<file path="config.mk">
export PLATFORM = sky130hd
export DESIGN_NAME = srl_fifo_ctrl
export DESIGN_NICKNAME = d
export VERILOG_FILES = /design/src/rtl/srl_fifo_ctrl.sv
export SDC_FILE = /design/constraint.sdc
export NUM_CORES = 1
export LEC_CHECK = 0
export CAP_MARGIN = 10
export CORE_MARGIN = 1
export CORE_UTILIZATION = 45
export CTS_CLUSTER_SIZE = 16
export DETAILED_ROUTE_END_ITERATION = 6
export PLACE_DENSITY = 0.68
export SYNTH_ARGS = -nofsm -noshare
export SYNTH_HDL_FRONTEND = slang
export SYNTH_SLANG_ARGS = --single-unit
</file>
<file path="constraint.sdc">
create_clock -name CLK -period 8.8 [get_ports CLK]
set_input_delay 1.76 -clock CLK [delete_from_list [all_inputs] [get_ports CLK]]
set_output_delay 1.76 -clock CLK [all_outputs]
set_load 0.01 [all_outputs]
</file>
<file path="src/rtl/srl_fifo_ctrl.sv">
// -----------------------------------------------------------------------------
// srl_fifo_ctrl
//
// 16-deep synchronous FIFO built on addressable shift-register storage.
// A push shifts every entry one slot deeper and loads the new word at tap 0.
// The oldest entry always sits at tap COUNT-1, so the read side is a mux
// indexed by the registered occupancy. The block owns all sequencing:
// shift enable, tap address, occupancy, and the valid/ready handshakes.
//
// Ports:
//   CLK          in   1      clock, rising edge
//   RST          in   1      asynchronous active-high reset
//   CLEAR        in   1      synchronous flush (beats push and pop)
//   S_DATA       in   WIDTH  write data
//   S_VALID      in   1      write request
//   S_READY      out  1      FIFO accepts a write this cycle (registered)
//   M_DATA       out  WIDTH  oldest entry, 0 when M_VALID=0
//   M_VALID      out  1      FIFO holds at least one entry (registered)
//   M_READY      in   1      consumer takes M_DATA this cycle
//   COUNT        out  5      occupancy 0..16 (registered)
//   ALMOST_FULL  out  1      COUNT >= AF_LEVEL (registered)
// -----------------------------------------------------------------------------
module srl_fifo_ctrl #(
  parameter int WIDTH    = 8,
  parameter int AF_LEVEL = 12
) (
  input  logic             CLK,
  input  logic             RST,
  input  logic             CLEAR,
  input  logic [WIDTH-1:0] S_DATA,
  input  logic             S_VALID,
  output logic             S_READY,
  output logic [WIDTH-1:0] M_DATA,
  output logic             M_VALID,
  input  logic             M_READY,
  output logic [4:0]       COUNT,
  output logic             ALMOST_FULL
);

  localparam int DEPTH = 16;

  typedef enum logic [1:0] {
    ST_EMPTY  = 2'd0,
    ST_ACTIVE = 2'd1,
    ST_FULL   = 2'd2
  } state_t;

  state_t           r_state;
  logic [4:0]       r_count;
  logic             r_s_ready;
  logic             r_m_valid;
  logic             r_af;
  logic [WIDTH-1:0] r_mem [DEPTH];

  logic             w_push;
  logic             w_pop;
  logic             w_shift;
  logic [4:0]       w_count_nxt;
  logic [4:0]       w_count_m1;
  logic [3:0]       w_tap;

  // Handshakes are qualified by the registered flags, so a write while
  // full or a read while empty simply never happens.
  assign w_push  = S_VALID & r_s_ready;
  assign w_pop   = r_m_valid & M_READY;
  // CLEAR wins: a push in the same cycle is dropped and nothing shifts.
  assign w_shift = w_push & ~CLEAR;

  // NOTE: every signal assigned in always_comb gets a default first, so a
  // missing branch can never infer a latch.
  always_comb begin
    w_count_nxt = r_count;
    if (CLEAR) begin
      w_count_nxt = 5'd0;
    end else begin
      unique case ({w_push, w_pop})
        2'b10:   w_count_nxt = r_count + 5'd1;
        2'b01:   w_count_nxt = r_count - 5'd1;
        default: w_count_nxt = r_count;
      endcase
    end
  end

  // Control FSM: all outputs are registered alongside the state.
  // NOTE: sequential state uses non-blocking assignments so every register
  // samples the pre-edge values, independent of statement order.
  always_ff @(posedge CLK or posedge RST) begin
    if (RST) begin
      r_state   <= ST_EMPTY;
      r_count   <= 5'd0;
      r_s_ready <= 1'b0;  // held low until the first edge after release
      r_m_valid <= 1'b0;
      r_af      <= 1'b0;
    end else begin
      r_count   <= w_count_nxt;
      r_af      <= (w_count_nxt >= 5'(AF_LEVEL));
      if (CLEAR) begin
        r_state   <= ST_EMPTY;
        r_s_ready <= 1'b1;
        r_m_valid <= 1'b0;
      end else begin
        unique case (r_state)
          ST_EMPTY: begin
            r_s_ready <= 1'b1;
            if (w_push) begin
              r_state   <= ST_ACTIVE;
              r_m_valid <= 1'b1;
            end
          end
          ST_ACTIVE: begin
            if (w_push && !w_pop && r_count == 5'd15) begin
              r_state   <= ST_FULL;
              r_s_ready <= 1'b0;
            end else if (w_pop && !w_push && r_count == 5'd1) begin
              r_state   <= ST_EMPTY;
              r_m_valid <= 1'b0;
            end
          end
          ST_FULL: begin
            // No write pass-through: S_READY stays low until a pop lands.
            if (w_pop) begin
              r_state   <= ST_ACTIVE;
              r_s_ready <= 1'b1;
            end
          end
          default: begin
            r_state   <= ST_EMPTY;
            r_count   <= 5'd0;
            r_s_ready <= 1'b1;
            r_m_valid <= 1'b0;
          end
        endcase
      end
    end
  end

  // NOTE: the shift storage has no reset; its contents are only ever
  // exposed through a tap below COUNT, which reset forces to zero.
  always_ff @(posedge CLK) begin
    if (w_shift) begin
      r_mem[0] <= S_DATA;
      for (int i = 1; i < DEPTH; i++) begin
        r_mem[i] <= r_mem[i-1];
      end
    end
  end

  // Oldest entry lives at COUNT-1. A simultaneous push and pop leaves the
  // tap unchanged while the shift brings the next-oldest entry under it.
  assign w_count_m1 = r_count - 5'd1;
  assign w_tap      = w_count_m1[3:0];

  assign M_DATA      = r_m_valid ? r_mem[w_tap] : '0;
  assign S_READY     = r_s_ready;
  assign M_VALID     = r_m_valid;
  assign COUNT       = r_count;
  assign ALMOST_FULL = r_af;

endmodule

</file>
After elaboration in Yosys (flattened, before gate mapping):

Memories as Yosys holds them, arrays and structs flattened.
Cells that the tools add are included.

* bits in registers: 10
* RAM bits: 128
* output and inout port bits: 16
* memories: 1

* add/subtract/negate cells: 2
* order comparisons: 1
* equal/unequal tests: 13
* muxes and demuxes: 22
* bitwise operators: 4
* reductions and logical operators: 11

Memories
* r_mem: depth 16, width 8, read ports 16, clocked after Yosys merged registers in 0, write ports 16, line 53 `logic [WIDTH-1:0] r_mem [DEPTH];`

Operators by type and width (count)
* 5-bit 2-to-1 mux: 3
* 3-bit inequality test (second input constant): 5
* 2-bit 2-to-1 mux: 5
* 5-bit case mux with 2 select lines: 1
* 1-bit 2-to-1 mux: 9
* 8-bit 2-to-1 mux: 1
* 2-bit case mux with 3 select lines: 1
* 5-bit by 1-bit adder with 5-bit output (second input constant): 1
* 5-bit by 1-bit equality test with 1-bit output (second input constant): 1
* 5-bit by 4-bit equality test with 1-bit output (second input constant): 1
* 5-bit by 4-bit >= comparator with 1-bit output (second input constant): 1
* 5-bit by 1-bit subtractor with 5-bit output (second input constant): 1
* 2-bit by 1-bit equality test with 1-bit output (second input constant): 2
* 2-bit equality test (second input constant): 2
* 1-bit logical AND: 4
* 4-bit inequality test (second input constant): 1
* 4-bit AND reduction: 1
* 1-bit AND: 3
* 1-bit case mux with 3 select lines: 1
* 3-bit AND reduction: 1
* 3-bit OR reduction: 1
* 1-bit zero test: 2
* 2-bit zero test: 1
* 2-bit inequality test (second input constant): 1
* other kinds (3): 3

Logic depth before layout (Yosys ltp):

Gate-level depths: netlist of the first run.

* word-level depth: 8
* depth in mapped cells: 10
* gate-level depth less buffers: 7

Least setup slack after synthesis of the first run:

OpenSTA, ideal clock, no wires.

* kind: input to register
* from: in CLEAR
* to: mem r_mem[0][0], enable pin
* library setup time: 617 ps
* data arrival time: 7270 ps
* slack: 913 ps
* cell stages on the path: 2
* path buffers: 1
* cell sequence: clkbuf_1 -> nor2_1

RTL lines
* from (decl): line 29 `input logic CLEAR,`
* to (decl): line 53

Worst setup path in the final report of the first run:

* from: reg r_count[1], in the netlist COUNT[1]
* to: out M_DATA[3]

* longest elaborated chain between the ends: 3

Ends and longest elaborated chain
* from (decl): line 49 `logic [4:0] r_count;`
* from (signal assigned): line 95 `r_count <= w_count_nxt;`
* 5-bit by 1-bit subtractor with 5-bit output: line 150 `assign w_count_m1 = r_count - 5'd1;`
* memory 16 x 8 bit
* 8-bit 2-to-1 mux: line 153 `assign M_DATA = r_m_valid ? r_mem[w_tap] : '0;`
* to (decl): line 33 `output logic [WIDTH-1:0] M_DATA,`

No other way between the ends.

==> summary.md, run 1 <==
| Metric | Value |
|---|---|
| Syn nets | `367` |
| Gate Count Post-Synth | `348` |
| GR peak layer | `met1` |
| Main combinational cell family by area after synthesis | `multiplexers` |
| Mapped Area | `5650 sq um` |
| Ant. Diodes | `0` |
| Commonest non-fill, non-tap cell in the layout | `edfxtp_1` |
| Asr flop ratio synth | `7.25%` |
| Maximum VDD drop | `0.000186 V` |
| CTS Buffer Depth | `2` |
| Final setup fails | `0` |
| Vias in the first global route | `3080` |
| Sink Count | `138` |
| PwrDens | `245 nW/um^2` |
| Slew @ Worst Pin | `1.18 ns` |
| Worst Path Max Fanout | `24` |
| Initial antenna violation count | `0` |
| Path depth of the worst reg2reg path | `3` |
| CTS tree | `done` |
| Setup TNS | `0 ns` |
| GR Layer Usage met2 | `24.4%` |
| Final antenna-violating net count | `0` |
| Crit Reg-Reg Startpoint | `S_READY` |
| Detailed Route WL | `10.1 mm` |
| Vias after detailed routing | `3118` |
| Iter 0 DRT Violations | `269` |
| Die Span Y | `114 microns` |
| Arr. time, crit path | `3.57 ns` |
| Max_slew headroom | `21.4%` |
| Worst skew pair latency | `0.41 ns` |
| Die width | `114 microns` |
| Max Cap Violations | `0` |
| RSZ-0062 raised after global routing | `no` |
| Hold Crit Start | `r_mem[14][0]` |
| Adder-Cell Fraction of Synth Area | `1.33%` |
| Num rows | `40` |
| Slack of the worst reg-to-reg path | `6.04 ns` |
| Xor/xnor share of the synthesized area | `0.797%` |
| Hold path cells | `0` |
| Post-synthesis sequential area ratio | `72.4%` |
| Hold crit path type | `reg -> reg` |
| Post-synth EDFFs | `128` |
| Lkg Pwr | `2.40 nW` |
| Top Ports | `29` |
| GRT Total Usage | `17.1%` |
| Final Hold Fails | `0` |
| Max-slew violations | `0` |
| DRC Markers | `0` |
| Area Overhead vs Synth | `18.5%` |
| # resized after CTS | `0` |
| CTS Buf Count | `17` |
| Avg Vias per Cell | `5.54` |
| GR Layer Usage met3 | `4.29%` |
| CTS Root Cell | `clkbuf_16` |
| Share of cells above drive strength 1 | `13.9%` |
| Synth Flop Type | `edfxtp_1` |
| Critical path class | `reg -> out` |
| Synthesis-stage register bit count | `138` |
| Worst-path clk slew | `0.06 ns` |
| Final core utilization | `55.3%` |
| Pin count of the biggest net entering global routing | `97` |
| Unique masters post-synth | `43` |
| Die ar. | `13000 sq um` |
| Fin crit share | `60.5%` |
| Fmax achieved | `188 MHz` |
| Post-synthesis mux area share | `9.83%` |
| Starting density of the core | `46.7%` |
| First-pass GRT wire length | `16.4 mm` |
| Drt pass-1 iters | `5` |
| Dpl hpwl | `6.04 mm` |
| Gpl congestion | `0.796` |
| Hold-fix buffer count after cts | `0` |
| Worst Setup Start Kind | `register` |
| Most frequent cells in the layout | `edfxtp_1, nand2_1, clkdlybuf4s50_1` |
| Outcome | `completed` |
| Setup Fix Bufs, Post-CTS | `0` |
| Grt total ovfl | `0` |
| Final min period | `5.33 ns` |
| Final net count | `401` |
| Worst path required time | `7.04 ns` |
| IO buf count | `28` |
| Synth Warn # | `0` |
| Crit. End Element | `output port` |
| WL/cell | `17.9 microns` |
| Avg Cell Area, Syn | `16.2 sq um` |
| Simple-gate area share of the yosys netlist | `7.13%` |
| R2r endpoint | `r_mem[4][5]` |
| Met1 usage | `24.9%` |
| Worst hold endpoint | `r_mem[15][0]` |
| Clk_skew | `0.00532 ns` |
| CORE AREA | `12100 sq um` |
| Htree depth | `4` |
| Complex-gate fraction of the synthesized area | `6.18%` |
-- critical path, stage by stage (launching register included) --
cell	delay, ns
dfrtp_1	0.43
inv_1	0.12
ha_1	0.98
nor2b_1	0.67
a22oi_1	0.21
a41o_1	0.26
clkdlybuf4s50_1	0.48
-- stage by stage --
step / cells / area [sq um] / hold slack [ns] / total power [mW] / setup slack [ns]
2_1_floorplan: 348 / 5650 / 0.421 / 0.907 / 0.913
3_3_place_gp: 530 / 6090 / 0.426 / 0.964 / 3.92
3_5_place_dp: 530 / 6090 / 0.430 / 0.968 / 3.87
4_1_cts: 562 / 6670 / 0.445 / 1.65 / 3.39
5_1_grt: 563 / 6700 / 0.451 / 1.70 / 3.29
6_report: 563 / 6700 / 0.445 / 1.64 / 3.47
-- report_power, final --
group	switching [mW]	total (mW)	internal [mW]
Sequential	0.0146	0.761	0.747
Clock	0.265	0.681	0.416
Combinational	0.110	0.197	0.0875
-- synthesized netlist by cell type, drive strengths merged, types with 2 or more instances --
cell	count	share of area [%]
nand2	50	3.3
mux2i	15	2.7
a41o	7	1.2
a221o	2	0.35
a211oi	3	0.40
o21ai	4	0.42
nand2b	3	0.33
a21oi	14	1.2
a22oi	8	1.1
a21o	3	0.40
nor2	10	0.66
nor3	3	0.35
nor2b	2	0.22
nand3	16	1.4
dfrtp	10	4.4
edfxtp	128	68
clkbuf	7	0.46
ha	6	1.3
inv	12	0.80
buf	10	1.1
xnor2	2	0.31
mux4	18	7.2
-- final cells by class --
type / count / area (sq um)
clock inverter: 15 / 151
clock buffer: 17 / 425
fill: 988 / 5410
timing repair buffer: 32 / 330
multi-input combinational: 181 / 1440
tap: 168 / 210
inverter: 12 / 45.0
sequential: 138 / 4090
-- kinds of logic after synthesis --
| group | count (synthesis) |
|---|---|
| AND/OR/NAND/NOR | 91 |
| multiplexers | 33 |
| AO/OA/AOI/OAI | 48 |
| XOR/XNOR | 3 |
| adder cells (fa/ha/maj) | 6 |
| flip-flops | 138 |
| buffers and inverters | 29 |
-- worst max-delay path by stage --
stage | startpoint | endpoint | depth (start not counted)
CTS | COUNT[1] | M_DATA[2] | 7
global route | COUNT[1] | M_DATA[5] | 6
floorplan | CLEAR | r_mem[0][0] | 2
detailed placement | COUNT[1] | M_DATA[1] | 7
global placement | COUNT[1] | M_DATA[3] | 7
finish | COUNT[1] | M_DATA[3] | 6
-- state kept, by name, indices dropped and copies added (netlist names) --
name         flops
r_mem          128
COUNT            5
M_VALID          1
ALMOST_FULL      1
r_state          2
S_READY          1
-- routing by layer --
metal	part of all wire, %	wire (microns)
met5	0	0
met4	1.5	155
met3	6.2	620
met2	47	4750
met1	45	4540
Note: power is estimated with default switching activity, not from simulation.
==> run 2, diff against run 1 <==
- clock period: 8.8 -> 5.51 ns (I/O delays scaled with it)
==> run 2 against run 1 <==
Critical endpoint is now M_DATA[2]. First-iteration DRC count up 6.3%. Non-clock buffer count up 2. Cell area up 0.67%. Highest routed layer unchanged. Largest cell class unchanged.
==> summary.md, run 2 (same netlist as run 1, synthesis figures left out) <==
| Metric | Value |
|---|---|
| Die Span Y | `114 microns` |
| PwrDens | `403 nW/um^2` |
| Slew @ Worst Pin | `1.12 ns` |
| CTS Root Cell | `clkbuf_16` |
| IO buf count | `28` |
| Top Ports | `29` |
| Maximum VDD drop | `0.000276 V` |
| Detailed Route WL | `10.1 mm` |
| Final min period | `4.41 ns` |
| Worst path required time | `4.41 ns` |
| Fin cells | `564` |
| Die ar. | `13000 sq um` |
| CTS tree | `done` |
| Sink Count | `138` |
| Final net count | `403` |
| Arr. time, crit path | `3.31 ns` |
| Commonest non-fill, non-tap cell in the layout | `edfxtp_1` |
| WL/cell | `17.9 microns` |
| Initial antenna violation count | `0` |
| Worst hold endpoint | `r_mem[14][5]` |
| Max FFs per register | `128` |
| # resized after CTS | `0` |
| CTS Buf Count | `17` |
| Pin count of the biggest net entering global routing | `71` |
| Gpl congestion | `0.797` |
| First-pass GRT wire length | `16.9 mm` |
| Clk_skew | `0.0117 ns` |
| CTS Buffer Depth | `2` |
| Worst path max stage delay | `0.48 ns` |
| CORE AREA | `12100 sq um` |
| Final core utilization | `55.7%` |
| Crit Reg-Reg Startpoint | `S_READY` |
| Setup Fix Bufs, Post-CTS | `0` |
| Critical path class | `reg -> out` |
| # fillers | `980` |
| RSZ-0062 raised after global routing | `no` |
| Fmax achieved | `227 MHz` |
| Max Cap Violations | `0` |
| Largest Register | `r_mem` |
| Hold crit path type | `reg -> reg` |
| Path depth of the worst reg2reg path | `3` |
| Final Hold Fails | `0` |
| Max-slew violations | `0` |
| Top delay family on crit path | `buffers and inverters` |
| Dpl hpwl | `6.11 mm` |
| Num rows | `40` |
| Max_slew headroom | `25.1%` |
| PnR Total Power | `2.72 mW` |
| Fin crit share | `80.0%` |
| Area Overhead vs Synth | `19.3%` |
| Worst-path clk slew | `0.06 ns` |
| Grt total ovfl | `0` |
| Placed Instances | `533` |
| Hold-fix buffer count after cts | `0` |
| Area occupied by multi-input gates | `1440 sq um` |
| R2r endpoint | `r_mem[2][3]` |
| Crit. End Element | `output port` |
| Setup TNS | `0 ns` |
| Iter 0 DRT Violations | `286` |
| Most frequent cells in the layout | `edfxtp_1, nand2_1, clkdlybuf4s50_1` |
| Worst Setup Start Kind | `register` |
| GRT Total Usage | `17.7%` |
| Register area | `4090 sq um` |
| Avg Vias per Cell | `5.57` |
| Final setup fails | `0` |
| Vias in the first global route | `3127` |
| Worst Path Max Fanout | `24` |
| Die width | `114 microns` |
| Outcome | `completed` |
| Slack of the worst reg-to-reg path | `3.29 ns` |
| Htree depth | `4` |
| Lkg Pwr | `2.43 nW` |
| Hold path cells | `0` |
| Hold Crit Start | `r_mem[13][5]` |
| Share of cells above drive strength 1 | `13.9%` |
| DRC Markers | `0` |
| Buf/Inv on CP | `3` |
| Final antenna-violating net count | `0` |
| CP max-delay cell | `clkdlybuf4s50_1` |
| Ant. Diodes | `0` |
| Vias after detailed routing | `3144` |
| Drt pass-1 iters | `6` |
| Crit-path cells | `inv_1, ha_1, xor2_4, buf_4, mux2i_1, a22oi_1, a41o_1, clkdlybuf4s50_1` |
| Worst skew pair latency | `0.42 ns` |
| Starting density of the core | `46.7%` |
[run 2: changes by cell type in the layout (fill, tap and decap cells not counted), sizes merged]
| cell | change |
|---|---|
| inv | -2 |
| clkbuf | +4 |
| buf | +2 |
| clkinvlp | -2 |
| bufinv | +3 |
| clkinv | -4 |
[run 2: worst register-to-register path, delay by kind of cell, from the launching register on]
| family | cells | cell delay, ns |
|---|---|---|
| buf+inv | 1 | 0.44 |
| flops | 1 | 0.40 |
| simple gates | 2 | 1.01 |
[run 2: area by class of cell]
class / instances / share of cell area [%]
Clock inverter: 10 / 2.58
Clock buffer: 21 / 6.53
Multi-Input combinational cell: 181 / 21.4
Sequential cell: 138 / 60.7
Timing Repair Buffer: 34 / 5.01
Inverter: 12 / 0.668
Tap cell: 168 / 3.12
[run 2: how the worst max path moves through the flow]
stage             start           to  slack [ns]  cells past startpoint
6_report       COUNT[1]    M_DATA[2]        1.10                      8
5_1_grt        COUNT[1]    M_DATA[4]        0.86                      8
4_1_cts        COUNT[1]    M_DATA[2]        1.09                      8
3_5_place_dp   COUNT[1]    M_DATA[2]        1.54                      8
3_3_place_gp   COUNT[1]    M_DATA[4]        1.61                      8
2_1_floorplan     CLEAR  r_mem[0][0]        0.45                      2
[run 2: routing by layer]
layer  share of wire (%)  global-route usage, %  up-vias
met4                 1.7                   8.92        0
li1                    -                      -     1426
met5                   0                      0        -
met3                 5.1                   4.13       14
met1                  46                   25.9     1619
met2                  47                   25.1       85
[run 2: where the power goes]
group / switching (mW) / leakage [nW] / internal (mW) / total, mW
clock network: 0.400 / 0.302 / 0.795 / 1.19
logic: 0.173 / 0.802 / 0.135 / 0.308
registers: 0.0234 / 1.33 / 1.19 / 1.22
[run 2: per-stage QoR]
stage	cell area, sq um	hold slack, ns	setup WS (ns)
floorplan	5660	0.421	0.447
global placement	6130	0.424	1.61
detailed placement	6130	0.427	1.54
CTS	6740	0.441	1.09
global route	6740	0.446	0.860
finish	6740	0.439	1.10
==> run 3, diff against run 2 <==
- clock period: 5.51 -> 4.5 ns (I/O delays scaled with it)
==> run 3 against run 2 <==
First-iteration DRC count fell by 8.4%. Hold slack improved by 0.0038 ns. Cell area barely moved. Clock skew shrank 0.0081 ns. Combinational power grew 25%. Die area stayed put. Via count fell by 1.3%. Largest cell class unchanged.
==> summary.md, run 3 (same netlist as run 1, synthesis figures left out) <==
| Metric | Value |
|---|---|
| Commonest non-fill, non-tap cell in the layout | `edfxtp_1` |
| Clock Power Share | `42.3%` |
| Final min period | `4.11 ns` |
| Final antenna-violating net count | `0` |
| Switching share of power | `23.1%` |
| Setup Fix Bufs, Post-CTS | `0` |
| Drt pass-1 iters | `5` |
| # fillers | `974` |
| Fin crit share | `91.4%` |
| Vias after detailed routing | `3102` |
| Die Span Y | `114 microns` |
| PwrDens | `482 nW/um^2` |
| Num rows | `40` |
| Max_slew headroom | `45.0%` |
| First-pass GRT wire length | `16.1 mm` |
| Setup TNS | `0 ns` |
| Outcome | `completed` |
| CTS Buf Count | `17` |
| Internal | `2.50 mW` |
| Hold-fix buffer count after cts | `0` |
| Detailed Route WL | `9.96 mm` |
| Starting density of the core | `46.7%` |
| Worst Path Max Fanout | `21` |
| Vias in the first global route | `3018` |
| Hold crit path type | `reg -> reg` |
| Seq pwr share | `45.8%` |
| Worst Setup Start Kind | `register` |
| Largest Register | `r_mem` |
| IO buf count | `28` |
| Final net count | `405` |
| Placed Area | `6160 sq um` |
| Area Overhead vs Synth | `19.2%` |
| Maximum VDD drop | `0.000291 V` |
| Combinational power share | `11.9%` |
| Critical path class | `reg -> out` |
| Most frequent cells in the layout | `edfxtp_1, nand2_1, clkdlybuf4s50_1` |
| Top Ports | `29` |
| Final Hold Fails | `0` |
| Crit. End Element | `output port` |
| Worst path required time | `3.60 ns` |
| Slew @ Worst Pin | `0.820 ns` |
| # resized after CTS | `0` |
| CTS Root Cell | `clkbuf_16` |
| Share of cells above drive strength 1 | `15.1%` |
| Die ar. | `13000 sq um` |
| RSZ-0062 raised after global routing | `no` |
| CTS tree | `done` |
| Max FFs per register | `128` |
| Iter 0 DRT Violations | `262` |
| CORE AREA | `12100 sq um` |
| Max-slew violations | `0` |
| Worst-path clk slew | `0.05 ns` |
| Ant. Diodes | `0` |
| GRT Total Usage | `16.9%` |
| Clk_skew | `0.00358 ns` |
| Post-route cell area | `6740 sq um` |
| Initial antenna violation count | `0` |
| Arr. time, crit path | `3.21 ns` |
| WL/cell | `17.6 microns` |
| Final setup fails | `0` |
| Lkg Pwr | `2.43 nW` |
| Grt total ovfl | `0` |
| NetSw | `0.749 mW` |
| Max Cap Violations | `0` |
| CTS Buffer Depth | `2` |
| Sink Count | `138` |
| DRC Markers | `0` |
| Dpl hpwl | `6.19 mm` |
| Worst skew pair latency | `0.41 ns` |
| Avg Vias per Cell | `5.48` |
| Gpl congestion | `0.803` |
| Fmax achieved | `243 MHz` |
| Die width | `114 microns` |
| Htree depth | `4` |
| Pin count of the biggest net entering global routing | `63` |
run 3: cell types whose count changed in the layout (fill, tap and decap cells not counted), sizes merged:
cell,previous run,this run
inv,12,14
clkinvlp,0,1
buf,6,8
clkinv,5,6
bufinv,5,3
clkbuf,21,19
run 3: area by class of cell:
| class | instances | area (sq um) | share of cell area [%] |
|---|---|---|---|
| Sequential cell | 138 | 4090 | 60.8 |
| Multi-Input combinational cell | 181 | 1440 | 21.4 |
| Clock buffer | 19 | 433 | 6.42 |
| Timing Repair Buffer | 36 | 365 | 5.42 |
| Tap cell | 168 | 210 | 3.12 |
| Clock inverter | 12 | 149 | 2.21 |
| Inverter | 12 | 45.0 | 0.668 |
run 3: final timing paths:
path	slack [ns]	cells after the start	end	start
setup / recovery	0.39	8	M_DATA[3]	COUNT[1]
hold / removal	0.44	0	r_mem[13][7]	r_mem[12][7]
setup reg to reg	2.44	7	ALMOST_FULL	COUNT[0]
hold reg to reg	0.44	0	r_mem[13][7]	r_mem[12][7]
max in group asynchronous	3.45	2	COUNT[1]	RST
min in group asynchronous	0.77	2	r_state[0]	RST
run 3: per-stage QoR:
| stage | util [%] | instances | total power [mW] | hold slack (ns) | setup slack (ns) |
|---|---|---|---|---|---|
| finish | 55.6 | 566 | 3.25 | 0.443 | 0.389 |
| global route | 55.6 | 566 | 3.36 | 0.451 | 0.170 |
| CTS | 55.6 | 566 | 3.27 | 0.445 | 0.360 |
| detailed placement | 50.8 | 535 | 1.90 | 0.433 | 0.811 |
| global placement | 50.8 | 535 | 1.90 | 0.425 | 0.881 |
| floorplan | - | 348 | 1.77 | 0.421 | 1.06 |
run 3: metal layers:
metal  share of wire (%)  global-route usage, %  vias up
li1                    -                      -     1433
met4                 2.3                   9.44        0
met5                   0                      0        -
met2                  46                   24.1       86
met1                  48                   24.2     1561
met3                 4.3                   3.76       22
run 3: critical path, stage by stage (launching register included):
cell and delay, ns:
dfrtp_1 0.44, inv_1 0.13, ha_1 0.36, xor2_4 0.55, buf_12 0.25, mux2i_1 0.21
a22oi_1 0.11, a41o_1 0.26, clkdlybuf4s50_1 0.48
run 3: power by group through the flow:
stage          clock [mW]  sequential, mW  combinational [mW]
2_1_floorplan           0            1.51               0.259
3_3_place_gp            0            1.51               0.385
3_5_place_dp            0            1.51               0.390
4_1_cts              1.39            1.49               0.393
5_1_grt              1.45            1.49               0.422
6_report             1.37            1.49               0.386
